### src/rtl/br_issue_queue.sv
// rtl/br_issue_queue.sv - in-order branch issue queue with CDB wakeup (optional perf counters: BR_ISSUE_QUEUE_PERF_EN)
module br_issue_queue #(
    parameter int DEPTH   = 8,
    parameter int PHY_W   = 6,
    parameter int ROB_W   = 5,
    parameter int NUM_CDB = 2
) (
    input  logic                     clk,
    input  logic                     rst,
    input  logic                     flush,
    input  logic                     disp_valid,
    output logic                     disp_ready,
    input  logic [31:0]              disp_pc,
    input  logic [31:0]              disp_imm,
    input  logic [3:0]               disp_opcode,
    input  logic [ROB_W-1:0]         disp_rob_id,
    input  logic [4:0]               disp_rd_arch,
    input  logic [PHY_W-1:0]         disp_rd_phy,
    input  logic                     disp_pred_taken,
    input  logic [31:0]              disp_pred_target,
    input  logic [PHY_W-1:0]         disp_rs1_phy,
    input  logic [PHY_W-1:0]         disp_rs2_phy,
    input  logic                     disp_rs1_rdy,
    input  logic                     disp_rs2_rdy,
    input  logic [31:0]              disp_rs1_val,
    input  logic [31:0]              disp_rs2_val,
    input  logic [NUM_CDB-1:0]       cdb_valid,
    input  logic [NUM_CDB*PHY_W-1:0] cdb_phy,
    input  logic [NUM_CDB*32-1:0]    cdb_val,
    output logic                     iss_valid,
    input  logic                     iss_ready,
    output logic [31:0]              iss_pc,
    output logic [31:0]              iss_imm,
    output logic [3:0]               iss_opcode,
    output logic [ROB_W-1:0]         iss_rob_id,
    output logic [4:0]               iss_rd_arch,
    output logic [PHY_W-1:0]         iss_rd_phy,
    output logic                     iss_pred_taken,
    output logic [31:0]              iss_pred_target,
    output logic [31:0]              iss_rs1_val,
    output logic [31:0]              iss_rs2_val,
    output logic [31:0]              perf_full_cycles,
    output logic [31:0]              perf_stall_cycles
);
    localparam int PTR_W = $clog2(DEPTH);
    localparam int CNT_W = PTR_W + 1;
    localparam logic [CNT_W-1:0] FULL = CNT_W'(DEPTH);

    logic [PTR_W-1:0] head, tail;
    logic [CNT_W-1:0] count;

    logic              valid_q  [DEPTH];
    logic              rs1_rdy_q[DEPTH];
    logic              rs2_rdy_q[DEPTH];
    logic [PHY_W-1:0]  rs1_phy_q[DEPTH];
    logic [PHY_W-1:0]  rs2_phy_q[DEPTH];
    logic [31:0]       rs1_val_q[DEPTH];
    logic [31:0]       rs2_val_q[DEPTH];
    logic [31:0]       pc_q     [DEPTH];
    logic [31:0]       imm_q    [DEPTH];
    logic [3:0]        opcode_q [DEPTH];
    logic [ROB_W-1:0]  rob_id_q [DEPTH];
    logic [4:0]        rd_arch_q[DEPTH];
    logic [PHY_W-1:0]  rd_phy_q [DEPTH];
    logic              pt_q     [DEPTH];
    logic [31:0]       ptgt_q   [DEPTH];

    logic              w1_hit[DEPTH], w2_hit[DEPTH];
    logic [31:0]       w1_val[DEPTH], w2_val[DEPTH];
    logic              d1_hit, d2_hit, d1_rdy, d2_rdy;
    logic [31:0]       d1_cdb, d2_cdb, d1_val, d2_val;
    logic              do_disp, do_iss;

    // Bus scan runs high-to-low so the lowest-index matching bus is the one left standing.
    function automatic logic [32:0] cdb_lookup(
        input logic [PHY_W-1:0]         tag,
        input logic [NUM_CDB-1:0]       bv,
        input logic [NUM_CDB*PHY_W-1:0] bp,
        input logic [NUM_CDB*32-1:0]    bd
    );
        logic [32:0] r;
        r = '0;
        for (int i = NUM_CDB - 1; i >= 0; i--) begin
            if (bv[i] && bp[i*PHY_W +: PHY_W] == tag) r = {1'b1, bd[i*32 +: 32]};
        end
        return r;
    endfunction

    assign disp_ready = (count != FULL);
    assign iss_valid  = valid_q[head] && rs1_rdy_q[head] && rs2_rdy_q[head];
    assign do_disp    = disp_valid && disp_ready;
    assign do_iss     = iss_valid && iss_ready;

    assign iss_pc          = pc_q[head];
    assign iss_imm         = imm_q[head];
    assign iss_opcode      = opcode_q[head];
    assign iss_rob_id      = rob_id_q[head];
    assign iss_rd_arch     = rd_arch_q[head];
    assign iss_rd_phy      = rd_phy_q[head];
    assign iss_pred_taken  = pt_q[head];
    assign iss_pred_target = ptgt_q[head];
    assign iss_rs1_val     = rs1_val_q[head];
    assign iss_rs2_val     = rs2_val_q[head];

    // CDB tag match for every stored source and for the two dispatching sources (same-cycle bypass).
    always_comb begin
        for (int e = 0; e < DEPTH; e++) begin
            {w1_hit[e], w1_val[e]} = cdb_lookup(rs1_phy_q[e], cdb_valid, cdb_phy, cdb_val);
            {w2_hit[e], w2_val[e]} = cdb_lookup(rs2_phy_q[e], cdb_valid, cdb_phy, cdb_val);
        end
        {d1_hit, d1_cdb} = cdb_lookup(disp_rs1_phy, cdb_valid, cdb_phy, cdb_val);
        {d2_hit, d2_cdb} = cdb_lookup(disp_rs2_phy, cdb_valid, cdb_phy, cdb_val);
        d1_rdy = (disp_rs1_phy == '0) || disp_rs1_rdy || d1_hit;
        d2_rdy = (disp_rs2_phy == '0) || disp_rs2_rdy || d2_hit;
        d1_val = (disp_rs1_phy == '0) ? 32'h0 : (disp_rs1_rdy ? disp_rs1_val : d1_cdb);
        d2_val = (disp_rs2_phy == '0) ? 32'h0 : (disp_rs2_rdy ? disp_rs2_val : d2_cdb);
    end

    // Control state: pointers, count, valid and ready bits; flush wipes everything.
    always_ff @(posedge clk) begin
        if (rst || flush) begin
            head  <= '0;
            tail  <= '0;
            count <= '0;
            for (int e = 0; e < DEPTH; e++) begin
                valid_q[e]   <= 1'b0;
                rs1_rdy_q[e] <= 1'b0;
                rs2_rdy_q[e] <= 1'b0;
            end
        end else begin
            for (int e = 0; e < DEPTH; e++) begin
                if (valid_q[e] && !rs1_rdy_q[e] && w1_hit[e]) rs1_rdy_q[e] <= 1'b1;
                if (valid_q[e] && !rs2_rdy_q[e] && w2_hit[e]) rs2_rdy_q[e] <= 1'b1;
            end
            if (do_iss) begin
                valid_q[head] <= 1'b0;
                head          <= head + PTR_W'(1);
            end
            if (do_disp) begin
                valid_q[tail]   <= 1'b1;
                rs1_rdy_q[tail] <= d1_rdy;
                rs2_rdy_q[tail] <= d2_rdy;
                tail            <= tail + PTR_W'(1);
            end
            case ({do_disp, do_iss})
                2'b10:   count <= count + CNT_W'(1);
                2'b01:   count <= count - CNT_W'(1);
                default: count <= count;
            endcase
        end
    end

    // Payload and captured operand values; no reset needed since valid bits gate their use.
    always_ff @(posedge clk) begin
        if (!rst && !flush) begin
            for (int e = 0; e < DEPTH; e++) begin
                if (valid_q[e] && !rs1_rdy_q[e] && w1_hit[e]) rs1_val_q[e] <= w1_val[e];
                if (valid_q[e] && !rs2_rdy_q[e] && w2_hit[e]) rs2_val_q[e] <= w2_val[e];
            end
            if (do_disp) begin
                pc_q[tail]      <= disp_pc;
                imm_q[tail]     <= disp_imm;
                opcode_q[tail]  <= disp_opcode;
                rob_id_q[tail]  <= disp_rob_id;
                rd_arch_q[tail] <= disp_rd_arch;
                rd_phy_q[tail]  <= disp_rd_phy;
                pt_q[tail]      <= disp_pred_taken;
                ptgt_q[tail]    <= disp_pred_target;
                rs1_phy_q[tail] <= disp_rs1_phy;
                rs2_phy_q[tail] <= disp_rs2_phy;
                rs1_val_q[tail] <= d1_val;
                rs2_val_q[tail] <= d2_val;
            end
        end
    end

`ifdef BR_ISSUE_QUEUE_PERF_EN
    logic [31:0] full_cnt, stall_cnt;

    // Occupancy counters survive flush; only reset clears them.
    always_ff @(posedge clk) begin
        if (rst) begin
            full_cnt  <= '0;
            stall_cnt <= '0;
        end else begin
            if (count == FULL) full_cnt <= full_cnt + 32'd1;
            if (valid_q[head] && !(rs1_rdy_q[head] && rs2_rdy_q[head])) stall_cnt <= stall_cnt + 32'd1;
        end
    end

    assign perf_full_cycles  = full_cnt;
    assign perf_stall_cycles = stall_cnt;
`else
    assign perf_full_cycles  = 32'h0;
    assign perf_stall_cycles = 32'h0;
`endif

endmodule

### config.mk
export PLATFORM = sky130hd
export DESIGN_NAME = br_issue_queue
export DESIGN_NICKNAME = d
export VERILOG_FILES = /design/src/rtl/br_issue_queue.sv
export SDC_FILE = /design/constraint.sdc
export NUM_CORES = 2
export LEC_CHECK = 0
export BUFFER_PORTS_ARGS = -buffer_cell sky130_fd_sc_hd__clkbuf_2
export CAP_MARGIN = 0
export CORE_MARGIN = 2
export CORE_UTILIZATION = 45
export DETAILED_ROUTE_END_ITERATION = 8
export PLACE_DENSITY = 0.63
export SYNTH_ARGS = -nofsm -noshare
export SYNTH_HDL_FRONTEND = slang
export SYNTH_SLANG_ARGS = --single-unit
### constraint.sdc
create_clock -name clk -period 8.22 [get_ports clk]
set_input_delay 1.644 -clock clk [delete_from_list [all_inputs] [get_ports clk]]
set_output_delay 1.644 -clock clk [all_outputs]
set_load 0.1 [all_outputs]
==> flow_metrics.tcl <==
set metrics [dict create \
    cts.htree.levels 4 \
    unrepaired_setup_endpoints_after_global_routing "false" \
    timing.critical_path.required_ns 6.58 \
    num_vias 44880 \
    ys.flop_type "sky130_fd_sc_hd__edfxtp_1" \
    synthesis.area_um2 73510 \
    drt-wirelength-per-cell_um 32.20 \
    timing.critical_path.buf_inv 2 \
    tritoncts "done" \
    status "completed" \
    cts_hold_buffers 0 \
    layout_worst_path_cycle_share_pct 68.01 \
    finalMaxSlewViolations 0 \
    global_route_wire_length_before_repair_mm 321.2 \
    maxClockFrequency_ghz 0.1789 \
    vias_per_cell 6.423 \
    synth.avg_cell_area_um2 16.75 \
    firstDrtPassIters 6 \
    cts.root.buffer_cell "sky130_fd_sc_hd__clkbuf_16" \
    ys_seq_elements 1581 \
    post-cts-setup-buffer-count 0 \
    report.final.hold_viol_count 0 \
    placement_row_count 148 \
    mostFrequentLayoutCell "sky130_fd_sc_hd__edfxtp_1" \
    area.growth.synth_to_final_pct 13.08 \
    cp_max_stage_delay_ns 0.95 \
    grt_pass1_vias 45180 \
    drc_viols 0 \
    setup.worst_path.class "reg -> out" \
    critPathSlowestCell "sky130_fd_sc_hd__dfxtp_4" \
    clk_pin_slew_worst_paths_ns 0.05 \
    drt_first_iter_violations 5731 \
    crit_path_end_kind "output port" \
    ioPinCount 525 \
    ys_seq_area_share_pct 64.16 \
    floorplan.core_area_um2 162400 \
    route.final.wire_length_mm 225.0 \
    netlist_instances 4389 \
    mostFrequentLayoutCells "sky130_fd_sc_hd__edfxtp_1, sky130_fd_sc_hd__clkbuf_2, sky130_fd_sc_hd__mux2i_1" \
    worst_hold_path_type "reg -> reg" \
    dp.final_hpwl_mm 125.2 \
    crit_fanout 91 \
    share_of_final_layout_standard_cells_stronger_than_drive_strength_1_pct 30.58 \
    layout_net_count 4943 \
    fp.dieArea_um2 166600 \
    global_route.overflow_total 0 \
    groute.usage.overall_pct 26.48 \
    timing.critical_path.cells "buf_12 -> mux4_2 -> mux2_2 -> clkbuf_2" \
    vdd_ir_drop_max_v 0.0002364 \
    critPathArrivalTime_ns 3.95 \
    floorplan.initialDensity_pct 45.27 \
    die_w_um 408.2 \
    final_period_minus_worst_setup_slack_ns 5.590 \
    netlist-cell-type-count 75 \
    worst_path_dominant_cell_family "buffers and inverters" \
    p_per_area_nw_per_um2 209.4 \
    grt_start_max_net_pins 137 \
    max_cap_viol_count 0 \
    synth-warning-count 0 \
    die-height_um 408.2 \
    worst_skew_pair_later_pin_latency_ns 0.81 \
    cts_buffers 170 \
    cts-root-to-sink-buffers 3 \
    worst-slew-pin-transition_ns 1.292 \
    grt_antenna_before_repair 52 \
    postRouteAntennaNets 0 \
    placement.io_buffers 460 \
    cts_resized 0 \
    fin_hold_ws_ns 0.4837 \
    worstSetupStartpointType "flop" \
    fin_skew_ns 0.06739 \
    max-slew-margin-rel_pct 13.08 \
    synth_async_sr_flop_share_pct 0 \
    timing.final.setup_violations 0 \
    routabilityCongestion 0.8343 \
    timing.setup.tns_ns 0 \
    cts_num_sinks 1581 \
    synth_enable_flop_cells 1550 \
    power.leakage_uw 0.02633 \
]
-- state kept, by name, indices dropped and copies added (netlist names), 32 cells and up, named ones only --
name	cells
rd_arch_q	40
imm_q	256
rd_phy_q	48
rs1_phy_q	48
rs2_phy_q	48
rob_id_q	40
opcode_q	32
rs2_val_q	256
ptgt_q	256
rs1_val_q	256
pc_q	256
-- per-layer routing --
layer | vias up | part of all wire [%] | GRT usage (%)
li1 | 18450 | - | -
met1 | 23080 | 38 | 34.91
met2 | 2692 | 46 | 41.09
met3 | 593 | 12 | 8.835
met4 | 64 | 3.6 | 9.327
met5 | - | 0.17 | 0
-- cell usage after synthesis (31+ instances only) --
cell | n | area share [%]
sky130_fd_sc_hd__a22oi_1 | 52 | 0.53
sky130_fd_sc_hd__clkbuf_1 | 274 | 1.4
sky130_fd_sc_hd__dfxtp_1 | 31 | 0.84
sky130_fd_sc_hd__a21oi_1 | 51 | 0.35
sky130_fd_sc_hd__buf_2 | 135 | 0.92
sky130_fd_sc_hd__edfxtp_1 | 1550 | 63
sky130_fd_sc_hd__xnor2_1 | 115 | 1.4
sky130_fd_sc_hd__xor2_1 | 108 | 1.3
sky130_fd_sc_hd__o21ai_0 | 52 | 0.35
sky130_fd_sc_hd__nand2_1 | 49 | 0.25
sky130_fd_sc_hd__buf_4 | 80 | 0.82
sky130_fd_sc_hd__nor2_1 | 40 | 0.20
sky130_fd_sc_hd__mux4_2 | 362 | 11
sky130_fd_sc_hd__nand4_1 | 39 | 0.33
sky130_fd_sc_hd__o22ai_1 | 420 | 3.6
sky130_fd_sc_hd__mux2_2 | 181 | 2.8
sky130_fd_sc_hd__mux2i_1 | 439 | 6.0
-- worst paths after layout --
| kind | cells past startpoint | slack [ns] | endpoint | startpoint |
|---|---|---|---|---|
| setup / recovery | 4 | 2.63 | iss_rs2_val[25] | flop |
| hold / removal | 2 | 0.48 | count[3]$_SDFFE_PN0P_ | count[3]$_SDFFE_PN0P_ |
| setup reg to reg | 5 | 4.27 | rs2_val_q[5][11]$_DFFE_PP_ | count[1]$_SDFFE_PN0P_ |
| hold reg to reg | 2 | 0.48 | count[3]$_SDFFE_PN0P_ | count[3]$_SDFFE_PN0P_ |
-- cell families (layout without fill, tap and decap cells) --
group | Yosys count | count (layout) | synth area share, %
muxes | 982 | 982 | 19.84
other | 1 | 75 | 0.005101
xor gates and xnor gates | 223 | 223 | 2.657
DFF | 1581 | 1581 | 64.16
and+or+nand+nor | 274 | 274 | 2.350
AOI/OAI and AO/OA | 783 | 783 | 7.424
buffers and inverters | 539 | 888 | 3.450
adders and majority gates | 6 | 6 | 0.1123
-- where the power goes --
| group | leakage, uW | internal [uW] | switching, uW |
|---|---|---|---|
| clock network | 0.00265 | 4200 | 3320 |
| registers | 0.0149 | 8850 | 12.6 |
| logic | 0.00881 | 232 | 785 |
| total | 0.0263 | 13300 | 4120 |
-- tightest hold or removal path: stages, from the launching register on --
cell and delay, ns:
sky130_fd_sc_hd__dfxtp_1 0.31, sky130_fd_sc_hd__o21ai_0 0.07, sky130_fd_sc_hd__a21oi_1 0.06
-- per-stage QoR --
step,util [%],worst slack (ns),instance area [um2],instances,power (uW)
CTS,51.17,2.518,83100,6976,17510
finish,51.18,2.630,83120,6987,17400
detailed placement,47.78,2.754,77590,6662,10040
floorplan,-,1.235,73750,4452,9731
global route,51.17,2.432,83110,6980,17860
global placement,47.78,2.821,77590,6662,10020
-- cell type report --
type                       instances  area (um2)
clock buffer                     202        4374
sequential                      1581       47180
inverter                          17       123.9
timing repair buffer             557        3131
multi-input combinational       2332       24440
tap                             2175        2721
clock inverter                   112        1127
antenna                           11       27.53
fill                           13250       79280
Note: power is estimated with default switching activity, not from simulation.
